## config.mk

```make
export PLATFORM = sky130hd
export DESIGN_NAME = toggle_receiver_flat
export DESIGN_NICKNAME = d
export VERILOG_FILES = /design/src/rtl/toggle_receiver_if.sv /design/src/rtl/toggle_receiver.sv /design/src/flat_wrapper.sv
export SDC_FILE = /design/constraint.sdc
export NUM_CORES = 1
export LEC_CHECK = 0
export CORE_AREA = 2 2 39 41
export CTS_BUF_LIST = sky130_fd_sc_hd__clkbuf_2 sky130_fd_sc_hd__clkbuf_4 sky130_fd_sc_hd__clkbuf_8
export DETAILED_ROUTE_END_ITERATION = 12
export DIE_AREA = 0 0 41 43
export PLACE_DENSITY_LB_ADDON = 0.2
export SLEW_MARGIN = 0
export SYNTH_ARGS = -nofsm -noshare
export SYNTH_HDL_FRONTEND = slang
export SYNTH_SLANG_ARGS = --single-unit
```

## constraint.sdc

```tcl
create_clock -name clk -period 3.2 [get_ports clk]
set_clock_uncertainty 0.2 [all_clocks]
set_input_delay 0.64 -clock clk [delete_from_list [all_inputs] [get_ports clk]]
set_output_delay 0.64 -clock clk [all_outputs]
set_load 0.005 [all_outputs]
```

## src/rtl/toggle_receiver_if.sv

```systemverilog
// Consumer handshake for toggle_receiver: valid/ready pop port plus the pending count.
// Master is the receiver (produces events), slave is the consumer.
interface toggle_receiver_if #(
  parameter int unsigned CNT_W = 4
);
  logic             valid;
  logic             ready;
  logic [CNT_W-1:0] pending;

  modport master (output valid, output pending, input ready);
  modport slave  (input valid, input pending, output ready);
endinterface

```

## src/rtl/toggle_receiver.sv

```systemverilog
// Toggle-link receive end: synchronises in_i, turns each level change into a pulse and
// queues it in a saturating pending counter. Optional TOGGLE_RECEIVER_GLITCH_FILTER_EN.
module toggle_receiver #(
  parameter int unsigned SYNC_STAGES = 2,
  parameter int unsigned CNT_W       = 4
) (
  input  logic clk,
  input  logic rst_n,
  input  logic in_i,
  input  logic clr_ovf_i,
  output logic pulse_o,
  output logic overflow_o,
  toggle_receiver_if.master ev_if
);

  logic [SYNC_STAGES-1:0] sync_q;
  logic                   s;
  logic                   s_prev_q;
  logic                   evt;
  logic                   pop;
  logic                   pulse_q;
  logic                   overflow_q, overflow_d;
  logic [CNT_W-1:0]       pending_q, pending_d;

  assign s = sync_q[SYNC_STAGES-1];

`ifdef TOGGLE_RECEIVER_GLITCH_FILTER_EN
  // flt_q is the last accepted level; a change counts only once s and s_prev_q agree on it.
  logic flt_q, flt_d;

  assign evt   = (s == s_prev_q) && (s != flt_q);
  assign flt_d = evt ? s_prev_q : flt_q;

  always_ff @(posedge clk or negedge rst_n) begin
    if (!rst_n) flt_q <= 1'b0;
    else        flt_q <= flt_d;
  end
`else
  assign evt = s ^ s_prev_q;
`endif

  assign pop           = ev_if.valid && ev_if.ready;
  assign ev_if.valid   = (pending_q != '0);
  assign ev_if.pending = pending_q;
  assign pulse_o       = pulse_q;
  assign overflow_o    = overflow_q;

  always_comb begin
    pending_d  = pending_q;
    overflow_d = overflow_q;
    if (clr_ovf_i) overflow_d = 1'b0;
    unique case ({evt, pop})
      2'b10: begin
        if (pending_q != '1) pending_d  = pending_q + CNT_W'(1);
        else                 overflow_d = 1'b1;
      end
      2'b01:   pending_d = pending_q - CNT_W'(1);
      default: pending_d = pending_q;
    endcase
  end

  always_ff @(posedge clk or negedge rst_n) begin
    if (!rst_n) begin
      sync_q     <= '0;
      s_prev_q   <= 1'b0;
      pulse_q    <= 1'b0;
      pending_q  <= '0;
      overflow_q <= 1'b0;
    end else begin
      sync_q     <= {sync_q[SYNC_STAGES-2:0], in_i};
      s_prev_q   <= s;
      pulse_q    <= evt;
      pending_q  <= pending_d;
      overflow_q <= overflow_d;
    end
  end

endmodule

```

## src/flat_wrapper.sv

```systemverilog
// flat-port wrapper written by rule: the top's interface ports become plain ports
module toggle_receiver_flat 
#(
  parameter int unsigned SYNC_STAGES = 2,
  parameter int unsigned CNT_W       = 4
)
  (clk, rst_n, in_i, clr_ovf_i, pulse_o, overflow_o, ev_if_valid, ev_if_pending, ev_if_ready);
  toggle_receiver_if #(.CNT_W(CNT_W)) ev_if_i ();
  input  logic clk;
  input  logic rst_n;
  input  logic in_i;
  input  logic clr_ovf_i;
  output logic pulse_o;
  output logic overflow_o;
  output wire logic [$bits(ev_if_i.valid)-1:0] ev_if_valid;
  output wire logic [$bits(ev_if_i.pending)-1:0] ev_if_pending;
  input wire logic [$bits(ev_if_i.ready)-1:0] ev_if_ready;
  assign ev_if_valid = ev_if_i.valid;
  assign ev_if_pending = ev_if_i.pending;
  assign ev_if_i.ready = ev_if_ready;
  toggle_receiver #(.SYNC_STAGES(SYNC_STAGES), .CNT_W(CNT_W)) u_core (.clk(clk), .rst_n(rst_n), .in_i(in_i), .clr_ovf_i(clr_ovf_i), .pulse_o(pulse_o), .overflow_o(overflow_o), .ev_if(ev_if_i));
endmodule
```

== After elaboration in Yosys (flattened, before gate mapping) ==
Cells that the tools add are included.

* $add $sub $neg: 2
* Eq/ne operators: 4
* Muxes and demuxes: 5
* Bitwise gates (word level): 1
* Reductions and logical operators: 4

{| class="wikitable"
|+ Operators by type and width
! cell !! number
|-
| one-hot mux 4 bit (2 select lines) || 1
|-
| adder 4 x 1 -> 4 bit, second input constant || 1
|-
| 2-to-1 mux 4 bit || 1
|-
| != test 4 bit, second input constant || 1
|-
| nonzero test 4 bit || 1
|-
| subtractor 4 x 1 -> 4 bit, second input constant || 1
|-
| 2-to-1 mux 1 bit || 3
|-
| == test 2 x 1 -> 1 bit, second input constant || 1
|-
| == test 2 bit, second input constant || 1
|-
| != test 2 x 1 -> 1 bit, second input constant || 1
|-
| AND reduction 2 bit || 1
|-
| nonzero test 2 bit || 1
|-
| logical AND 1 bit || 1
|-
| bitwise XOR 1 bit || 1
|}

* Register bits: 9
* Logic and storage cells: 21

== Depth between registers and ports, before layout ==
Gate-level depths: netlist (run 1).

* Word-level depth: 5
* Gate-level depth with buffers: 8

== Worst setup path before layout (run 1) ==
Ideal clock, no wire load.

* Kind: reg2reg
* From: reg u_core.pending_q[0], in the netlist u_core.ev_if.pending[0]
* To: reg u_core.pending_q[3], in the netlist u_core.ev_if.pending[3]
* Setup time: 0.079 ns
* Data arrival time: 2.051 ns
* Data required time: 2.921 ns
* Setup slack: 0.870 ns
* Stages on the path, launching flop included: 9
* Path buffers: 0
* Clock period less this slack: 2.330 ns
* Path through: dfrtp_1 -> o41ai_2 -> or2_4 -> inv_1 -> ha_1 -> a21o_2 -> a21oi_1 -> mux2i_1 -> xor2_1

* Word-level cells in the longest chain between the ends: 5
* Elaborated cells between the ends (all ways): 12
* Classes of those cells: 2 x add/sub; 4 x eq/ne; 2 x mux; 4 x reduce/logical

{| class="wikitable"
|+ Ends and longest elaborated chain
! what !! line !! text
|-
| start: declaration || toggle_receiver.sv:23 || <nowiki>logic [CNT_W-1:0] pending_q, pending_d;</nowiki>
|-
| start signal: assignment || toggle_receiver.sv:73 || <nowiki>pending_q <= pending_d;</nowiki>
|-
| parallel branches: the longest is 5 deep, another holds adder 4 x 1 -> 4 bit || n/a ||
|}

Several ways; the timed one is not identified. The select of a mux whose other input is x is not followed.
A chain may end at the register's enable or synchronous reset.

== Final worst setup path (run 1) ==
* From: reg u_core.pending_q[0], in the netlist u_core.ev_if.pending[0]
* To: out ev_if_valid

* Word-level cells in the longest chain between the ends: 1

{| class="wikitable"
|+ Ends and longest elaborated chain
! what !! line !! text
|-
| nonzero test 4 bit || toggle_receiver.sv:43 || <nowiki>assign ev_if.valid = (pending_q != '0);</nowiki>
|-
| end: declaration || flat_wrapper.sv:15 || <nowiki>output wire logic [$bits(ev_if_i.valid)-1:0] ev_if_valid;</nowiki>
|}

Every way passes these cells.

==> results of run 1 <==
==> stage by stage <==
step	std cells	setup slack [ns]	cell area, sq um	power, mW
after floorplan	33	0.870	430	0.324
after global placement	60	0.399	561	0.419
after detailed placement	60	0.366	561	0.426
after CTS	64	0.502	588	0.517
after global routing	64	0.443	588	0.556
final	64	0.516	588	0.508
==> critical path, stage by stage (launching register included) <==
cell and delay [ns]:
dfrtp_1 0.44, or4_2 0.68, clkdlybuf4s50_1 0.46
==> metal layers <==
metal / vias to the layer above / global-route usage (%) / share of wire (%)
met5: - / 0 / 0
li1: 143 / - / -
met3: 0 / 4.71 / 7.3
met1: 145 / 13.9 / 44
met2: 10 / 16.3 / 48
met4: 0 / 8.00 / 0
==> placed cells by master (no fill, tap or decap), drive strengths merged <==
cell           instances
or2                    1
xor2                   2
o22ai                  1
mux2                   1
a21oi                  1
inv                    4
o41ai                  1
ha                     2
xnor2                  2
a21o                   1
mux2i                  2
nand3                  1
nand2                  2
clkinv                 1
fa                     1
or4                    1
clkdlybuf4s50         11
nand4                  1
dfrtp                  9
clkbuf                 3
==> flip-flops by register name, indices dropped and copies added (netlist names) <==
| name | cells |
|---|---|
| u_core.sync_q | 2 |
| u_core.s_prev_q | 1 |
| u_core.pulse_o | 1 |
| u_core.overflow_o | 1 |
| u_core.ev_if.pending | 4 |
==> kinds of logic after synthesis <==
kind of cell | count (synthesis)
DFF | 9
muxes | 3
and+or+nand+nor | 6
buffers and inverters | 4
xor gates and xnor gates | 4
AOI/OAI and AO/OA | 4
adders and majority gates | 3
==> power breakdown <==
group	total (mW)	switching [mW]	internal [mW]
clock	0.0872	0.0411	0.0461
sequential	0.194	0.0467	0.147
combinational	0.227	0.0853	0.142
==> worst max path at each step <==
| stage | startpoint | endpoint | cells after the start | slack, ns |
|---|---|---|---|---|
| global placement | ev_if_ready | u_core.ev_if.pending[3]$_DFFE_PN0P_ | 9 | 0.40 |
| detailed placement | ev_if_ready | u_core.ev_if.pending[3]$_DFFE_PN0P_ | 9 | 0.37 |
| global route | u_core.ev_if.pending[0]$_DFFE_PN0P_ | ev_if_valid | 2 | 0.44 |
| finish | u_core.ev_if.pending[0]$_DFFE_PN0P_ | ev_if_valid | 2 | 0.52 |
| floorplan | u_core.ev_if.pending[0]$_DFFE_PN0P_ | u_core.ev_if.pending[3]$_DFFE_PN0P_ | 8 | 0.87 |
| CTS | u_core.ev_if.pending[0]$_DFFE_PN0P_ | ev_if_valid | 2 | 0.50 |
==> layout make-up <==
class	instances	area (sq um)
fill	135	796
tap	16	20.0
timing repair buffer	11	110
clock inverter	1	5.00
clock buffer	3	22.5
multi-input combinational	20	190
sequential	9	225
inverter	4	15.0
==> flow_metrics.tcl, run 1 <==
set metrics [dict create \
    status "complete, no violations" \
    syn_area_sq_um 430 \
    ys_types 18 \
    synth.most_common_cell "dfrtp_1" \
    drive_gt1_share_pct 20.8 \
    antenna_found_initial 0 \
    pwr_density_cell_mw_per_mm2 864 \
    dieArea_sq_mm 0.00176 \
    gp_congestion 0.786 \
    syn_inst 33 \
    cts_buffers 3 \
    async_reset_ff_share_pct 100 \
    finalCriticalPeriod_ns 2.68 \
    yosys.area_share.simple_pct 9.01 \
    rsz0062_at_grt "no" \
    min_period_over_period_pct 83.9 \
    io_buffers 11 \
    start_util_pct 31.1 \
    synth_area_leaders "dfrtp_1 (52%), ha_1 (5.8%), fa_1 (4.7%)" \
    synthesis.nets 41 \
    totalWireLength_um 743 \
    drtPass1Iterations 2 \
    synth_top_area_cell "dfrtp_1" \
    hold_end "u_core.sync_q[1]$_DFF_PN0_" \
    drtIter0Drc 1 \
    num_antenna_cells 0 \
    route.detailed.drc 0 \
    synth-seq-area-share_pct 52.3 \
    root_buffer "clkbuf_4" \
    cts.sinks 9 \
    tns_ns 0 \
    r2r-start "u_core.ev_if.pending[0]$_DFFE_PN0P_" \
    die_w_um 41 \
    synth-xor-area-share_pct 8.14 \
    reg2reg_depth 8 \
    grt_overflow 0 \
    ant_nets 0 \
    synth_seq_cells 9 \
    row_count 14 \
    cp.arrival_ns 1.84 \
    holdWs_ns 0.149 \
    synthTopCellsByCount "dfrtp_1 (9), inv_1 (4)" \
    post_cts_buffers 0 \
    setup_viol 0 \
    max_slew_margin_pct 73.3 \
    cts_tree "yes" \
    dp_hpwl_um 580 \
    grt_pass1_wl_um 1330 \
    path_max_fanout 6 \
    synth_area_per_cell_sq_um 13.0 \
    synth-compound-area-share_pct 8.43 \
    core_area_sq_mm 0.00138 \
    synth_edf_count 0 \
    peakVddDrop_mv 0.303 \
    wl_per_cell_um 11.6 \
    slew_viol_final 0 \
    r2r-end "u_core.ev_if.pending[3]$_DFFE_PN0P_" \
    clk_latency_ns 0.26 \
    fmax_mhz 373 \
    area_growth_pct 36.6 \
    reg2reg_slack_ns 0.72 \
    worst_pin_slew_ns 0.399 \
    min_from "u_core.sync_q[0]$_DFF_PN0_" \
    min_path_type "flop to flop" \
    synthMuxAreaShare_pct 8.14 \
    viasPerCell 4.66 \
    die_h_um 43 \
    grt_pass1_vias 318 \
    crit_required_ns 2.36 \
    htreeDepth 1 \
    utilization_pct 42.5 \
    cts_hold_buf 0 \
    crit_type "flop to output port" \
    synth_top_family_by_area "adder cells" \
    worstHoldPathCells 0 \
    leakage_nw 0.273 \
    vias 298 \
    cp-end-kind "output port" \
    maxCapViolCount 0 \
    synth_adder_area_share_pct 10.5 \
    cts.repair.resized 0 \
    yosysWarnings 0 \
    synth_top_cell_area_share_pct 52.3 \
    grt_use_total_pct 11.6 \
    finalHoldViolCount 0 \
    grt_max_degree 10 \
    synth_flop_cell "dfrtp_1" \
    worst_setup_path_start_kind "flop" \
    clk_pin_slew_ns 0.06 \
    ios 12 \
    final_net_count 57 \
    clockBufferDepth 2 \
]
Power figures use the tool's default switching activity.
==> inputs of run 2 (changes only) <==
==> constraint.sdc (replaced) <==
create_clock -name clk -period 2.5 [get_ports clk]
set_clock_uncertainty 0.2 [all_clocks]
set_input_delay 0.5 -clock clk [delete_from_list [all_inputs] [get_ports clk]]
set_output_delay 0.5 -clock clk [all_outputs]
set_load 0.005 [all_outputs]
==> flow_metrics.tcl, run 2 (synthesis gave the netlist of run 1 again) <==
set metrics [dict create \
    status "complete, no violations" \
    r2r-start "u_core.ev_if.pending[0]$_DFFE_PN0P_" \
    drtIter0Drc 6 \
    gp_congestion 0.806 \
    min_path_type "flop to flop" \
    clockBufferDepth 2 \
    ant_nets 0 \
    grt_use_total_pct 13.6 \
    hold_end "u_core.sync_q[1]$_DFF_PN0_" \
    fmax_mhz 411 \
    worst_pin_slew_ns 0.388 \
    min_from "u_core.sync_q[0]$_DFF_PN0_" \
    wl_per_cell_um 12.9 \
    r2r-end "u_core.ev_if.pending[3]$_DFFE_PN0P_" \
    cts_hold_buf 0 \
    viasPerCell 4.71 \
    largest_reg_flops 4 \
    worstHoldPathCells 0 \
    crit_required_ns 2.49 \
    totalWireLength_um 931 \
    cp-end-kind "flop" \
    holdWs_ns 0.154 \
    clk_latency_ns 0.26 \
    fin_cells 72 \
    drive_gt1_share_pct 35.7 \
    antenna_found_initial 0 \
    io_buffers 11 \
    leakage_nw 0.311 \
    clk_pin_slew_ns 0.06 \
    layout_commonest_cell "clkdlybuf4s50_1" \
    max_slew_margin_pct 74.0 \
    rsz0062_at_grt "yes" \
    htreeDepth 1 \
    path_max_fanout 2 \
    grt_pass1_vias 326 \
    vias 339 \
    crit_type "flop to flop" \
    path_cells "buf_4 > o41ai_2 > or2_4 > inv_1 > ha_1 > a21o_2 > a21oi_1 > mux2i_1 > xor2_1" \
    cts_buffers 3 \
    root_buffer "clkbuf_4" \
    cp.arrival_ns 2.42 \
    dieArea_sq_mm 0.00176 \
    reg2reg_slack_ns 0.07 \
    num_antenna_cells 0 \
    core_area_sq_mm 0.00138 \
    area_growth_pct 52.3 \
    setup_viol 0 \
    max_stage_delay_ns 0.40 \
    grt_max_degree 10 \
    worst_setup_path_start_kind "flop" \
    die_h_um 43 \
    ios 12 \
    maxCapViolCount 0 \
    grt_pass1_wl_um 1480 \
    finalCriticalPeriod_ns 2.43 \
    cts.sinks 9 \
    route.detailed.drc 0 \
    drtPass1Iterations 4 \
    min_period_over_period_pct 97.3 \
    slew_viol_final 0 \
    dp_hpwl_um 656 \
    reg2reg_depth 9 \
    die_w_um 41 \
    utilization_pct 47.4 \
    start_util_pct 31.1 \
    peakVddDrop_mv 0.469 \
    dp.cells 64 \
    cts_tree "yes" \
    finalHoldViolCount 0 \
    slowest_stage "dfrtp_2" \
    final_cell_mix "clkdlybuf4s50_1 (10), buf_4 (8), dfrtp_1 (7)" \
    row_count 14 \
    postLayoutCellArea_sq_um 656 \
    pwr_density_cell_mw_per_mm2 1130 \
    grt_overflow 0 \
    post_dp_cell_area_sq_um 591 \
    final_net_count 65 \
]
-- run 2: power breakdown --
| group | internal [mW] | total, mW | switching (mW) | leakage, nW |
|---|---|---|---|---|
| clock network | 0.0723 | 0.122 | 0.0496 | 0.0184 |
| registers | 0.191 | 0.233 | 0.0420 | 0.105 |
| logic | 0.233 | 0.383 | 0.150 | 0.188 |
-- run 2: timing repair --
action | CTS | global route
gates resized for setup | 1 | 2
setup endpoints to repair | 1 | 2
pin swaps | 0 | 0
setup buffers | 3 | 1
-- run 2: critical path: cells and delay by family, from the launching register on --
family                   cells  cell delay [ns]
XOR/XNOR                     1             0.15
adder cells (fa/ha/maj)      1             0.27
multiplexers                 1             0.23
AO/OA/AOI/OAI                3             0.73
buffers and inverters        2             0.19
flip-flops                   1             0.40
AND/OR/NAND/NOR              1             0.18
-- run 2: per-layer routing --
layer / share of wire, % / up-vias / global-route usage [%]
met5: 0 / - / 0
met4: 0.64 / 0 / 12.0
met3: 6.4 / 2 / 4.71
met2: 51 / 12 / 19.1
met1: 42 / 165 / 15.3
li1: - / 160 / -
-- run 2: how the worst max path moves through the flow --
stage | startpoint | end | slack (ns) | depth (start not counted)
final | u_core.ev_if.pending[0]$_DFFE_PN0P_ | u_core.ev_if.pending[3]$_DFFE_PN0P_ | 0.07 | 9
after global routing | u_core.ev_if.pending[3]$_DFFE_PN0P_ | u_core.ev_if.pending[3]$_DFFE_PN0P_ | -0.02 | 9
after global placement | ev_if_ready | u_core.ev_if.pending[3]$_DFFE_PN0P_ | -0.09 | 9
after CTS | u_core.ev_if.pending[1]$_DFFE_PN0P_ | ev_if_valid | 0.006 | 2
after detailed placement | ev_if_ready | u_core.ev_if.pending[3]$_DFFE_PN0P_ | -0.13 | 9
after floorplan | u_core.ev_if.pending[0]$_DFFE_PN0P_ | u_core.ev_if.pending[3]$_DFFE_PN0P_ | 0.17 | 8
-- run 2: layout make-up --
cell class,instances,area (sq um)
inverters,4,15.0
well taps,16,20.0
multi-input cells,20,190
fillers,126,728
flip-flops and latches,9,228
clock buffers,4,30.0
repair buffers,19,173
-- run 2: stage by stage --
step,TNS [ns],setup slack (ns),power (mW)
2_1_floorplan,0,0.170,0.415
3_3_place_gp,-0.106,-0.0922,0.546
3_5_place_dp,-0.145,-0.125,0.563
4_1_cts,0,0.00582,0.731
5_1_grt,-0.0232,-0.0232,0.800
6_report,0,0.0682,0.738
